$ cat config.mk
export PLATFORM = sky130hd
export DESIGN_NAME = quad_gen
export DESIGN_NICKNAME = d
export VERILOG_FILES = /design/src/rtl/quad_gen.sv
export SDC_FILE = /design/constraint.sdc
export NUM_CORES = 1
export LEC_CHECK = 0
export ABC_CLOCK_PERIOD_IN_PS = 2200
export CAP_MARGIN = 20
export CORE_UTILIZATION = 45
export CTS_CLUSTER_SIZE = 10
export DETAILED_ROUTE_END_ITERATION = 16
export HOLD_SLACK_MARGIN = 0.08
export PLACE_DENSITY_LB_ADDON = 0.2
export SKIP_LAST_GASP = 1
export SYNTH_ARGS = -nofsm -noshare
export SYNTH_HDL_FRONTEND = slang
export SYNTH_SLANG_ARGS = --single-unit
$ cat constraint.sdc
create_clock -name clk -period 2.2 [get_ports clk]
set_input_delay 0.66 -clock clk [delete_from_list [all_inputs] [get_ports clk]]
set_output_delay 0.66 -clock clk [all_outputs]
set_load 0.02 [all_outputs]
$ cat src/rtl/quad_gen.sv
// Quadrature A/B generator driven by direction/step-count move commands.
// Emits one Gray-code edge per programmed period and tracks the resulting position.
module quad_gen #(
    parameter int CNT_W  = 8,
    parameter int STEP_W = 8,
    parameter int DIV_W  = 16
) (
    input  logic              clk,
    input  logic              rst,
    input  logic              cmd_valid,
    output logic              cmd_ready,
    input  logic              cmd_dir,
    input  logic [STEP_W-1:0] cmd_steps,
    input  logic [DIV_W-1:0]  period,
    input  logic              stop,
    output logic              busy,
    output logic              done,
    output logic              quad_A,
    output logic              quad_B,
    output logic [CNT_W-1:0]  position
);

    typedef enum logic {
        S_IDLE = 1'b0,
        S_RUN  = 1'b1
    } state_t;

    state_t r_state;
    state_t w_state_nxt;

    logic              r_dir;
    logic [STEP_W-1:0] r_rem;
    logic [DIV_W-1:0]  r_timer;
    logic [DIV_W-1:0]  r_reload;
    logic [1:0]        r_phase;
    logic              r_a;
    logic              r_b;
    logic              r_done;
    logic [CNT_W-1:0]  r_pos;

    logic              w_accept;
    logic              w_edge;
    logic              w_done;
    logic [DIV_W-1:0]  w_per_m1;
    logic [1:0]        w_phase_nxt;

    // A period of 0 behaves like 1, so the reload value saturates at 0
    assign w_per_m1    = (period == '0) ? '0 : period - DIV_W'(1);
    assign w_phase_nxt = r_dir ? r_phase + 2'd1 : r_phase - 2'd1;

    always_comb begin
        w_state_nxt = r_state;
        w_accept    = 1'b0;
        w_edge      = 1'b0;
        w_done      = 1'b0;
        unique case (r_state)
            S_IDLE: begin
                if (cmd_valid) begin
                    w_accept = 1'b1;
                    if (cmd_steps == '0) begin
                        w_done = 1'b1;
                    end else begin
                        w_state_nxt = S_RUN;
                    end
                end
            end
            S_RUN: begin
                if (stop) begin
                    w_state_nxt = S_IDLE;
                    w_done      = 1'b1;
                end else if (r_timer == '0) begin
                    w_edge = 1'b1;
                    if (r_rem == STEP_W'(1)) begin
                        w_state_nxt = S_IDLE;
                        w_done      = 1'b1;
                    end
                end
            end
        endcase
    end

    always_ff @(posedge clk or posedge rst) begin
        if (rst) begin
            r_state <= S_IDLE;
        end else begin
            r_state <= w_state_nxt;
        end
    end

    always_ff @(posedge clk or posedge rst) begin
        if (rst) begin
            r_dir    <= 1'b0;
            r_rem    <= '0;
            r_timer  <= '0;
            r_reload <= '0;
            r_phase  <= 2'd0;
            r_a      <= 1'b0;
            r_b      <= 1'b0;
            r_done   <= 1'b0;
            r_pos    <= '0;
        end else begin
            r_done <= w_done;
            if (w_accept) begin
                r_dir    <= cmd_dir;
                r_rem    <= cmd_steps;
                r_timer  <= w_per_m1;
                r_reload <= w_per_m1;
            end else if (w_edge) begin
                // Phase map 0:00 1:10 2:11 3:01 -> A = p1^p0, B = p1
                r_phase <= w_phase_nxt;
                r_a     <= w_phase_nxt[1] ^ w_phase_nxt[0];
                r_b     <= w_phase_nxt[1];
                r_pos   <= r_dir ? r_pos + CNT_W'(1) : r_pos - CNT_W'(1);
                r_rem   <= r_rem - STEP_W'(1);
                r_timer <= r_reload;
            end else if (r_state == S_RUN) begin
                r_timer <= r_timer - DIV_W'(1);
            end
        end
    end

    assign busy      = (r_state == S_RUN);
    assign cmd_ready = ~busy;
    assign done      = r_done;
    assign quad_A    = r_a;
    assign quad_B    = r_b;
    assign position  = r_pos;

endmodule
* After elaboration in Yosys (flattened, before gate mapping)
Index checks and enable logic that the tools add are counted.
** Cells by class
- Eq/ne operators :: 1
- Muxes and demuxes :: 25
- Bitwise gates (word level) :: 3
- Reductions and logical operators :: 6
- Add/sub/neg operators :: 7
** Operator list (number)
- $mux W16 :: 4
- $logic_not A16 Y1 :: 2
- $sub A16 B1 Y16 const B :: 2
- $mux W8 :: 3
- $sub A8 B1 Y8 const B :: 2
- $mux W1 :: 15
- $add A8 B1 Y8 const B :: 1
- $eq A8 B1 Y1 const B :: 1
- $logic_not A8 Y1 :: 1
- $pmux W1 S2 :: 2
- $reduce_bool A3 Y1 :: 1
- $add A2 B1 Y2 const B :: 1
- $mux W2 :: 1
- $not A1 Y1 :: 2
- $reduce_and A2 Y1 :: 1
- $reduce_bool A2 Y1 :: 1
- $sub A2 B1 Y2 const B :: 1
- $xor A1 B1 Y1 :: 1
** Word-level totals
- Input port bits :: 29
- Bits in registers :: 55
- Output and inout bits :: 13
- Word-level logic and storage cells :: 52

* Longest topological paths before layout
- Depth in word-level cells :: 6
- Depth in mapped cells :: 10
- Depth with buffers taken out :: 7

* Worst setup path after synthesis
Ideal clock, no wire load.
- Path kind :: input to register
- Start point :: in stop
- End point :: reg r_timer[11]
- Required time :: 2.074 ns
- Cell stages on the path :: 7
- Buffers on the path :: 2
- Slack :: -0.163 ns
- Arrival :: 2.237 ns
- Setup time :: 0.126 ns
- Cells stage by stage :: nand2b_1 -> or4_1 -> buf_2 -> or2_0 -> buf_6 -> mux2_4 -> a221o_1
** Between the ends
- Word-level cells in the longest chain between the ends :: 4
- Elaborated cells on any way between the ends :: 5
- Classes of those cells :: mux (4); reduce/logical (1)
** Ends and longest elaborated chain
- from (decl) :: line 15 : input logic stop,
- $mux W1 (*) :: line 68 : if (stop) begin
- $mux W1 (*) :: line 56 : unique case (r_state)
- $mux W16 :: line 108 : end else if (w_edge) begin
- $mux W16 :: line 103 : if (w_accept) begin
- to (signal assigned) :: line 106 : r_timer <= w_per_m1;
- to (signal assigned) :: line 115 : r_timer <= r_reload;
- to (signal assigned) :: line 117 : r_timer <= r_timer - DIV_W'(1);
- to (decl) :: line 33 : logic [DIV_W-1:0] r_timer;
Mark *: on every way between the ends. The rest lies on a longest branch, timed or not.
A chain may end at the register's enable or synchronous reset.

* Worst setup path after layout
- Start point :: reg r_timer[1]
- End point :: reg r_timer[13]
** Between the ends
- Word-level cells in the longest chain between the ends :: 6
- Elaborated cells on any way between the ends :: 9
- Classes of those cells :: add/sub (1); mux (6); reduce/logical (2)
** Ends and longest elaborated chain
- parallel branches: the longest is 6 deep, another holds $sub A16 B1 Y16
Parallel ways; which one is timed is not known. The select of a mux whose other input is x is not followed.

==> results.sh <==
export IMPL_drc=0
export IMPL_antenna_found_initial=0
export IMPL_cts_root_buf="clkbuf_8"
export IMPL_place_gp_congestion=0.830
export IMPL_via_count=2918
export IMPL_cts_max_path_buffers=2
export IMPL_synthesis_nets=385
export IMPL_dieArea_um2=7570
export IMPL_peakVddDrop_uv=345
export IMPL_async_flop_share_pct=100
export IMPL_syn_area_per_cell_um2=9.43
export IMPL_synth_edf_count=0
export IMPL_hold_violations=0
export IMPL_antenna_cells=0
export IMPL_crit_chain="inv_1 -> ha_2 -> nor3b_4 -> nand4_1 -> or2_4 -> buf_8 -> mux2_4 -> a221o_1"
export IMPL_finalWorstSetupSlack_ps=10.6
export IMPL_p_total_mw=3.23
export IMPL_io_buffers=41
export IMPL_mostFrequentLayoutCells="buf_4, dfrtp_1, clkdlybuf4s50_1"
export IMPL_post_route_period_util_pct=99.5
export IMPL_finalInstanceArea_um2=4440
export IMPL_slew_viol_final=0
export IMPL_layout_min_cycle_time_ps=2190
export IMPL_insertion_delay_ps=310
export IMPL_crit_buf_inv=2
export IMPL_cp_end_kind="flop"
export IMPL_crit_required_ps=2390
export IMPL_grt_ovfl_total=0
export IMPL_cts_sinks=54
export IMPL_placed_cell_area_um2=4210
export IMPL_dr_first_iter_drc_count=151
export IMPL_layout_commonest_cell="buf_4"
export IMPL_rsz0062_at_grt="yes"
export IMPL_clk_pin_slew_ps=110
export IMPL_power_leakage_nw=1.99
export IMPL_firstDrtPassIters=4
export IMPL_row_count=30
export IMPL_yosys_most_used_dff="dfrtp_1"
export IMPL_slowest_stage="dfrtp_1"
export IMPL_critical_path_top_delay_family="simple AND/OR/NAND/NOR gates"
export IMPL_power_density_nw_per_um2=728
export IMPL_cts_made_buffers=5
export IMPL_dp_hpwl_mm=6.08
export IMPL_syn_to_final_growth_pct=36.5
export IMPL_yosys_area_top_type="dfrtp_1"
export IMPL_cap_viol_max_count=0
export IMPL_viasPerCell=5.40
export IMPL_grt_max_degree=27
export IMPL_synth_top_area_share_pct=41.6
export IMPL_hold_class="reg -> reg"
export IMPL_cts_tree="yes"
export IMPL_hold_buffers=0
export IMPL_die_h_um=87.0
export IMPL_place_ws_ps=-612
export IMPL_drive_above_1_share_pct=22.5
export IMPL_cts_max_level=2
export IMPL_ant_nets=0
export IMPL_ys_seq_area_share_pct=41.6
export IMPL_fin_skew_ps=13.2
export IMPL_initial_utilization_pct=47.3
export IMPL_slew_limit_headroom_pct=75.0
export IMPL_final_nets=483
export IMPL_drt_total_wl_mm=7.89
export IMPL_setup_violations=0
export IMPL_post_drt_wl_per_cell_um=14.6
export IMPL_worst_pin_slew_ps=374
export IMPL_cp_start_kind="flop"
export IMPL_hold_ws_ps=485
export IMPL_fmax_mhz=457
export IMPL_grt_total_usage_pct=22.4
export IMPL_critPathKind="reg -> reg"
export IMPL_syn_inst=345
export IMPL_fp_coreArea_um2=6870
export IMPL_max_stage_delay_ps=390
export IMPL_worstPathArrival_ps=2380
export IMPL_io_pin_count=42
export IMPL_netlist_top_cells_area="dfrtp_1, xnor2_1, nand2_1"
export IMPL_ys_warn_count=0
export IMPL_synth_cell_types=54
export IMPL_syn_area_um2=3250
export IMPL_grt_pass1_vias=2865
export IMPL_grt_pass1_wl_mm=13.1
export IMPL_die_w_um=87.0
export IMPL_outcome="completed"
export IMPL_critPathMaxFanout=8
export IMPL_synth_seq_cells=54
metal layers:
layer	vias to the layer above	part of all wire, %	track usage, %
met5	-	0	0
li1	1449	-	-
met1	1400	43	27.2
met2	61	52	40.2
met3	8	3.3	3.41
met4	0	1.5	7.42
power by group:
| part | switching [mW] | internal, mW |
|---|---|---|
| combinational | 0.541 | 0.626 |
| sequential | 0.181 | 1.20 |
| clock | 0.342 | 0.342 |
final cells by class:
class | count | area [µm²]
Tap cell | 96 | 120
Fill cell | 584 | 2430
Clock buffer | 5 | 68.8
Clock inverter | 3 | 43.8
Inverter | 11 | 41.3
Multi-Input combinational cell | 266 | 1870
Sequential cell | 54 | 1350
Timing Repair Buffer | 105 | 943
synthesized netlist by cell type (3+ instances only):
library cell / count
a221o_1: 11
mux2_4: 4
o21a_1: 3
clkbuf_1: 7
nand4_1: 5
inv_1: 11
ha_1: 10
o21ai_1: 4
or4_1: 4
nand3_1: 10
nand4b_1: 5
nor2_1: 34
o21ai_0: 16
nor2b_1: 3
nand2_1: 34
a31oi_1: 4
a21o_1: 12
nor3_1: 12
a21oi_1: 8
xnor2_1: 22
o211ai_1: 4
o31a_1: 3
dfrtp_1: 54
buf_2: 4
nor4_1: 5
nand2b_1: 7
xor2_1: 12
or3_1: 4
worst reg2reg max path: cells and delay by family, from the launching register on:
kind	cells	cell delay, ps
simple gates	3	700
buf+inv	2	210
fa+ha+maj	1	180
mux	1	290
compound gates	1	290
flops	1	390
flip-flops by register name, indices dropped and copies added, names as in the netlist:
signal	count
r_rem	8
busy	1
r_phase	2
done	1
position	8
r_timer	16
r_dir	1
quad_A	1
r_reload	16
per-stage QoR:
step                TNS [ps]  utilization (%)  cells
finish                     0             64.6    540
global route            -853             64.6    540
floorplan              -1200                -    345
detailed placement    -14370             61.3    526
global placement      -13310             61.3    526
CTS                    -15.0             63.2    535
kinds of logic (layout without fill, tap and decap cells):
group           after synthesis  count (layout)  synth area share, %
buf+inv                      25             124                 3.39
compound gates               79              79                 17.3
fa+ha+maj                    11              11                 4.46
flops                        54              54                 41.6
simple gates                136             136                 21.7
mux                           6               6                 2.46
xor+xnor                     34              34                 9.16
what timing repair did:
| action | in CTS | in global routing |
|---|---|---|
| setup buffers | 1 | 4 |
| resized for setup | 11 | 16 |
| gates cloned | 0 | 1 |
| pin swaps | 3 | 10 |
| setup endpoints to repair | 23 | 18 |
path summary, 6_finish.rpt:
kind                       cells past startpoint                      end  slack, ps                    start
setup reg to reg                               8  r_timer[13]$_DFFE_PP0P_         10   r_timer[1]$_DFFE_PP0P_
hold / removal                                 2  r_reload[8]$_DFFE_PP0P_        490  r_reload[8]$_DFFE_PP0P_
hold reg to reg                                2  r_reload[8]$_DFFE_PP0P_        490  r_reload[8]$_DFFE_PP0P_
min in group asynchronous                      2  position[0]$_DFFE_PP0P_        630                      rst
setup / recovery                               8  r_timer[13]$_DFFE_PP0P_         10   r_timer[1]$_DFFE_PP0P_
max in group asynchronous                      3  r_reload[6]$_DFFE_PP0P_       1100                      rst
No activity file was read; power rests on OpenSTA's default activity.
